File: src/rtl/clkfwd_ctrl.sv
// clkfwd_ctrl -- start/stop sequencer for a forwarded (off-chip) clock.
//
// The block produces the D0/D1 data pair for the DDR output cell that drives
// the forwarded clock pin. The pin parks low while idle. After a start request
// it clocks through a warm-up of PRECYC periods and then runs. After a stop
// request it finishes the current period, issues POSTCYC more periods, and
// then parks low again.
//
// Parameters:
//   DIV      half-period in clk cycles; 1 = full rate, >=2 = clk/(2*DIV)
//   PRECYC   forwarded periods before fwd_rdy asserts (0..255)
//   POSTCYC  extra forwarded periods after the current one on stop (0..255)
//
// Ports:
//   clk        in   system clock, rising edge
//   rst        in   synchronous reset, active high
//   start_req  in   one-cycle start request (ignored outside IDLE)
//   stop_req   in   one-cycle stop request (ignored in IDLE/DRAIN, wins over start)
//   fwd_d0     out  DDR cell data for rising edge of clk
//   fwd_d1     out  DDR cell data for falling edge of clk
//   fwd_rdy    out  forwarded clock stable (RUN only)
//   busy       out  sequencer not idle
//   done       out  one-cycle pulse: drain complete, pin parked low
module clkfwd_ctrl #(
    parameter int unsigned DIV     = 1,
    parameter int unsigned PRECYC  = 4,
    parameter int unsigned POSTCYC = 2
) (
    input  logic clk,
    input  logic rst,
    input  logic start_req,
    input  logic stop_req,
    output logic fwd_d0,
    output logic fwd_d1,
    output logic fwd_rdy,
    output logic busy,
    output logic done
);

    localparam int unsigned   HW        = (DIV > 1) ? $clog2(DIV) : 1;
    localparam logic [HW-1:0] HCNT_LAST = HW'(DIV - 1);
    localparam logic [7:0]    PRE_LAST  = (PRECYC > 0) ? 8'(PRECYC - 1) : 8'd0;
    localparam logic [7:0]    POST_LAST = 8'(POSTCYC);

    typedef enum logic [1:0] {
        IDLE,
        WARM,
        RUN,
        DRAIN
    } state_t;

    state_t          r_state;
    state_t          w_state_nxt;
    logic            r_phase;
    logic            w_phase_nxt;
    logic [HW-1:0]   r_hcnt;
    logic [HW-1:0]   w_hcnt_nxt;
    logic [7:0]      r_pcnt;
    logic [7:0]      w_pcnt_nxt;
    logic            r_done;
    logic            w_done_nxt;
    logic            w_period_end;

    // Last cycle of a forwarded period: at full rate every active cycle,
    // otherwise the final cycle of the low half.
    always_comb begin
        w_period_end = 1'b0;
        if (r_state != IDLE) begin
            if (DIV == 1) begin
                w_period_end = 1'b1;
            end else begin
                w_period_end = !r_phase && (r_hcnt == HCNT_LAST);
            end
        end
    end

    always_comb begin
        w_state_nxt = r_state;
        w_pcnt_nxt  = r_pcnt;
        w_done_nxt  = 1'b0;
        case (r_state)
            IDLE: begin
                if (start_req && !stop_req) begin
                    if (PRECYC > 0) begin
                        w_state_nxt = WARM;
                        w_pcnt_nxt  = '0;
                    end else begin
                        w_state_nxt = RUN;
                    end
                end
            end
            WARM: begin
                if (stop_req) begin
                    w_state_nxt = DRAIN;
                    w_pcnt_nxt  = '0;
                end else if (w_period_end) begin
                    w_pcnt_nxt = r_pcnt + 8'd1;
                    if (r_pcnt == PRE_LAST) begin
                        w_state_nxt = RUN;
                    end
                end
            end
            RUN: begin
                if (stop_req) begin
                    w_state_nxt = DRAIN;
                    w_pcnt_nxt  = '0;
                end
            end
            DRAIN: begin
                if (w_period_end) begin
                    if (r_pcnt == POST_LAST) begin
                        w_state_nxt = IDLE;
                        w_done_nxt  = 1'b1;
                    end else begin
                        w_pcnt_nxt = r_pcnt + 8'd1;
                    end
                end
            end
            default: begin
                w_state_nxt = IDLE;
            end
        endcase
    end

    // Divider: held at phase=1/hcnt=0 in IDLE and on the way into IDLE, so
    // every start begins with a full high half.
    always_comb begin
        w_phase_nxt = r_phase;
        w_hcnt_nxt  = r_hcnt;
        if (r_state == IDLE || w_state_nxt == IDLE) begin
            w_phase_nxt = 1'b1;
            w_hcnt_nxt  = '0;
        end else if (DIV > 1) begin
            if (r_hcnt == HCNT_LAST) begin
                w_hcnt_nxt  = '0;
                w_phase_nxt = !r_phase;
            end else begin
                w_hcnt_nxt = r_hcnt + HW'(1);
            end
        end
    end

    always_ff @(posedge clk) begin
        if (rst) begin
            r_state <= IDLE;
            r_phase <= 1'b1;
            r_hcnt  <= '0;
            r_pcnt  <= '0;
            r_done  <= 1'b0;
        end else begin
            r_state <= w_state_nxt;
            r_phase <= w_phase_nxt;
            r_hcnt  <= w_hcnt_nxt;
            r_pcnt  <= w_pcnt_nxt;
            r_done  <= w_done_nxt;
        end
    end

    // Outputs decode registered state only.
    always_comb begin
        fwd_d0 = 1'b0;
        fwd_d1 = 1'b0;
        if (r_state != IDLE) begin
            if (DIV == 1) begin
                fwd_d0 = 1'b1;
                fwd_d1 = 1'b0;
            end else begin
                fwd_d0 = r_phase;
                fwd_d1 = r_phase;
            end
        end
        fwd_rdy = (r_state == RUN);
        busy    = (r_state != IDLE);
        done    = r_done;
    end

endmodule

File: config.mk
export PLATFORM = sky130hd
export DESIGN_NAME = clkfwd_ctrl
export DESIGN_NICKNAME = d
export VERILOG_FILES = /design/src/rtl/clkfwd_ctrl.sv
export SDC_FILE = /design/constraint.sdc
export NUM_CORES = 1
export LEC_CHECK = 0
export CAP_MARGIN = 30
export CORE_MARGIN = 1
export CORE_UTILIZATION = 50
export CTS_CLUSTER_SIZE = 28
export DETAILED_ROUTE_END_ITERATION = 16
export HOLD_SLACK_MARGIN = 0.02
export PLACE_DENSITY = 0.73
export SKIP_CTS_REPAIR_TIMING = 1
export SYNTH_ARGS = -nofsm -noshare
export SYNTH_HDL_FRONTEND = slang
export SYNTH_SLANG_ARGS = --single-unit
File: constraint.sdc
create_clock -name clk -period 2.6 [get_ports clk]
set_input_delay 0.26 -clock clk [delete_from_list [all_inputs] [get_ports clk]]
set_output_delay 0.26 -clock clk [all_outputs]
set_load 0.02 [all_outputs]
==> results.tsv <==
stage	metric	value	unit
status	outcome	finished clean	
synthesis	yosysTopAreaCellShare	0.300	
clock_network	clk_pin_slew	70	ps
synthesis	mappedNetlistArea	733	µm²
critical_path	worstSetupStartpoint	r_state[1]$_SDFFE_PP0P_	
timing	finalSetupViolCount	0	
floorplanning	start_util	0.550	
floorplanning	die_x	40.3	µm
critical_path	endpoint_of_the_lowest_slack_register_to_register_path	r_pcnt[0]$_SDFFE_PP0P_	
timing	worst_clock_skew	2.82	ps
clock_network	clock_tree.root_cell	clkbuf_4	
flow_run	maxCapViolCount	0	
grt	grt_usage	0.211	
critical_path	crit_path_top_delay_cell	or4b_4	
clock_network	worst_skew_pair.late_latency	270	ps
floorplanning	area_enclosed_by_the_die_boundary	0.00162	mm²
synthesis	synth-warning-count	0	
critical_path	crit_arrival	2420	ps
grt	grt_pass1_vias	521	
placement	dpl.cell_count	102	
placement	place.gp.congestion	0.729	
cells_and_area	area_delta_synth_final	12.6	%
drt	routed_wire_length_per_instance	13.0	µm
floorplanning	die_height	40.3	µm
power_and_ir_drop	worst_ir_drop_vdd	0.000444	V
drt	initialDrtViolationCount	6	
clock_network	cts-htree-levels	1	
timing	final_critical_path_setup_slack	370	ps
cells_and_area	final.fill_count	131	
timing	rsz0062_at_grt	false	
synthesis	synth-edff-count	0	
min_path	hold_path.class	register to register	
synthesis	postSynth.topFlopCell	dfxtp_1	
grt	grt_antenna_before_repair	0	
grt	overflow	0	
timing	timing_max_transition_violations_final	0	
critical_path	worst-path-buf-inv	1	
drt	via_count_normalized_by_instance_count	6.07	
critical_path	critical_path.cell_chain	buf_4 > ha_1 > or4b_4 > a21o_4 > or4_1 > a21oi_1	
timing	finalCritPeriodShare	0.858	
power_and_ir_drop	power_per_cell_area	778	mW/mm²
timing	timing.max_slew.rel_slack	0.669	
clock_network	tritoncts	yes	
timing	final.hold.worst_slack	508	ps
placement	detailedPlace.worstSlack	234	ps
floorplanning	top_level_port_count	9	
synthesis	netlist.top_cell.by_area	dfxtp_1	
placement	detailed_place.area	800	µm²
critical_path	critical_path_class	register to register	
critical_path	timing.reg2reg.worst_path_depth	6	
drt	routed_wl	1380	µm
grt	grt_pass1_wl	2210	µm
cells_and_area	instances_no_fill	106	
critical_path	cp-start-kind	register	
clock_network	ctsLongestPathBuffers	2	
grt	grt_start_max_net_pins	17	
floorplanning	core_area	0.00133	mm²
drt	drc	0	
drt	ant_nets	0	
timing	fmaxAchievable	448	MHz
critical_path	path_max_fanout	16	
critical_path	setup.worst_path.end_class	register	
critical_path	kind_of_cell_with_the_highest_combined_delay_on_the_critical_path	simple AND/OR/NAND/NOR gates	
critical_path	critical_path.max_stage_delay	520	ps
timing	timing.final.crit_period	2230	ps
cells_and_area	final_layout_size_suffix_gt1_frac	0.0879	
synthesis	yosys_register_bits	11	
synthesis	syn-num-nets	96	
synthesis	synth_common_cells	dfxtp_1 (11), a21oi_1 (9), ha_1 (9), inv_1 (9), or4_1 (7)	
drt	drt_pre_antenna_iters	4	
clock_network	clock-sinks	11	
cells_and_area	antenna_cells_inserted	0	
synthesis	synth_area_leaders	dfxtp_1 (30%), ha_1 (15%), or4_1 (7.2%), a21oi_1 (6.1%), inv_1 (4.6%)	
placement	detailedPlacementHpwl	1100	µm
cells_and_area	finish.net_count	105	
synthesis	post_synth_inst_count	83	
critical_path	cp-endpoint	r_pcnt[0]$_SDFFE_PP0P_	
synthesis	synthArstFlopShare	0	
synthesis	post_synth.cell_area_avg	8.83	µm²
critical_path	timing.reg2reg.setup_slack	370	ps
cells_and_area	final_design_area_no_fill	826	µm²
synthesis	synth-seq-area-share	0.300	
critical_path	worstSetupPathDepth	6	
timing	max_slew.worst_pin.slew	485	ps
timing	final_hold_viol_count	0	
timing	finalSetupTns	0	ps
synthesis	most_common_cell_in_the_netlist	dfxtp_1	
critical_path	cp.required	2790	ps
drt	via_count	643	
placement	port_buffers	7	
synthesis	synth_cell_types	29	
critical_path	worstReg2RegStart	r_state[1]$_SDFFE_PP0P_	
power_and_ir_drop	power.leakage	0.309	nW
floorplanning	row_count	13	
clock_network	cts_inserted_buffers	3	
==> worst min-delay path, cell delays in order, from the launching register on <==
cell and delay (ps):
dfxtp_1 330, o31ai_1 70, a21oi_1 60
==> cell usage in the layout, fill, tap and decap left out, types with 2 or more instances in the layout <==
cell | Yosys | final
nor2_1 | 3 | 3
a2111oi_0 | 2 | 2
clkdlybuf4s50_1 | 0 | 7
nand4_1 | 2 | 2
o21ai_0 | 3 | 3
inv_1 | 9 | 9
or4_1 | 7 | 7
nand3_1 | 3 | 3
clkbuf_4 | 0 | 3
a21oi_1 | 9 | 9
o31ai_1 | 4 | 4
ha_1 | 9 | 9
nand2_1 | 3 | 3
dfxtp_1 | 11 | 11
==> cells by family (layout without fill, tap and decap cells) <==
| group | Yosys count | after routing | share of synthesized area |
|---|---|---|---|
| compound gates | 24 | 24 | 0.230 |
| xor+xnor | 1 | 1 | 0.0119 |
| mux | 1 | 1 | 0.0137 |
| fa+ha+maj | 9 | 9 | 0.154 |
| flops | 11 | 11 | 0.300 |
| other cells | 1 | 1 | 0.00511 |
| buf+inv | 13 | 21 | 0.0870 |
| simple gates | 23 | 23 | 0.198 |
==> area by class of cell <==
class,count,area (µm²),area share
multi-input combinational,59,449,0.544
clock buffer,4,26.3,0.0318
tap,15,18.8,0.0227
timing repair buffer,8,77.6,0.0939
inverter,9,33.8,0.0409
sequential,11,220,0.267
==> worst min-delay path by stage <==
stage / to / from / cells after the start / slack [ps]
2_1_floorplan: r_pcnt[0]$_SDFFE_PP0P_ / rst / 1 / 330
3_3_place_gp: r_pcnt[7]$_SDFFE_PP0P_ / r_pcnt[7]$_SDFFE_PP0P_ / 2 / 470
3_5_place_dp: r_pcnt[7]$_SDFFE_PP0P_ / r_pcnt[7]$_SDFFE_PP0P_ / 2 / 490
4_1_cts: r_pcnt[7]$_SDFFE_PP0P_ / r_pcnt[7]$_SDFFE_PP0P_ / 2 / 500
5_1_grt: r_pcnt[7]$_SDFFE_PP0P_ / r_pcnt[7]$_SDFFE_PP0P_ / 2 / 540
6_report: r_pcnt[7]$_SDFFE_PP0P_ / r_pcnt[7]$_SDFFE_PP0P_ / 2 / 510
==> per-stage QoR <==
step,utilization,total power [W]
final,0.619,0.000643
after global routing,0.619,0.000686
after CTS,0.619,0.000650
after detailed placement,0.599,0.000534
after global placement,0.599,0.000528
after floorplan,-,0.000462
==> power by group <==
part / switching (W) / internal (W) / total (W)
clock network: 0.0000553 / 0.0000594 / 0.000115
logic: 0.000187 / 0.000144 / 0.000331
registers: 0.0000142 / 0.000184 / 0.000198
==> metal layers <==
metal,global-route usage,vias up,share of wire
met5,0,-,0
li1,-,321,-
met2,0.347,17,0.46
met1,0.256,303,0.48
met3,0.100,2,0.053
met4,0.0250,0,0.0072
==> registers in the layout (all words and copies together), names as in the netlist <==
signal   cells
done         1
r_state      2
r_pcnt       8
No activity file was read; power rests on OpenSTA's default activity.
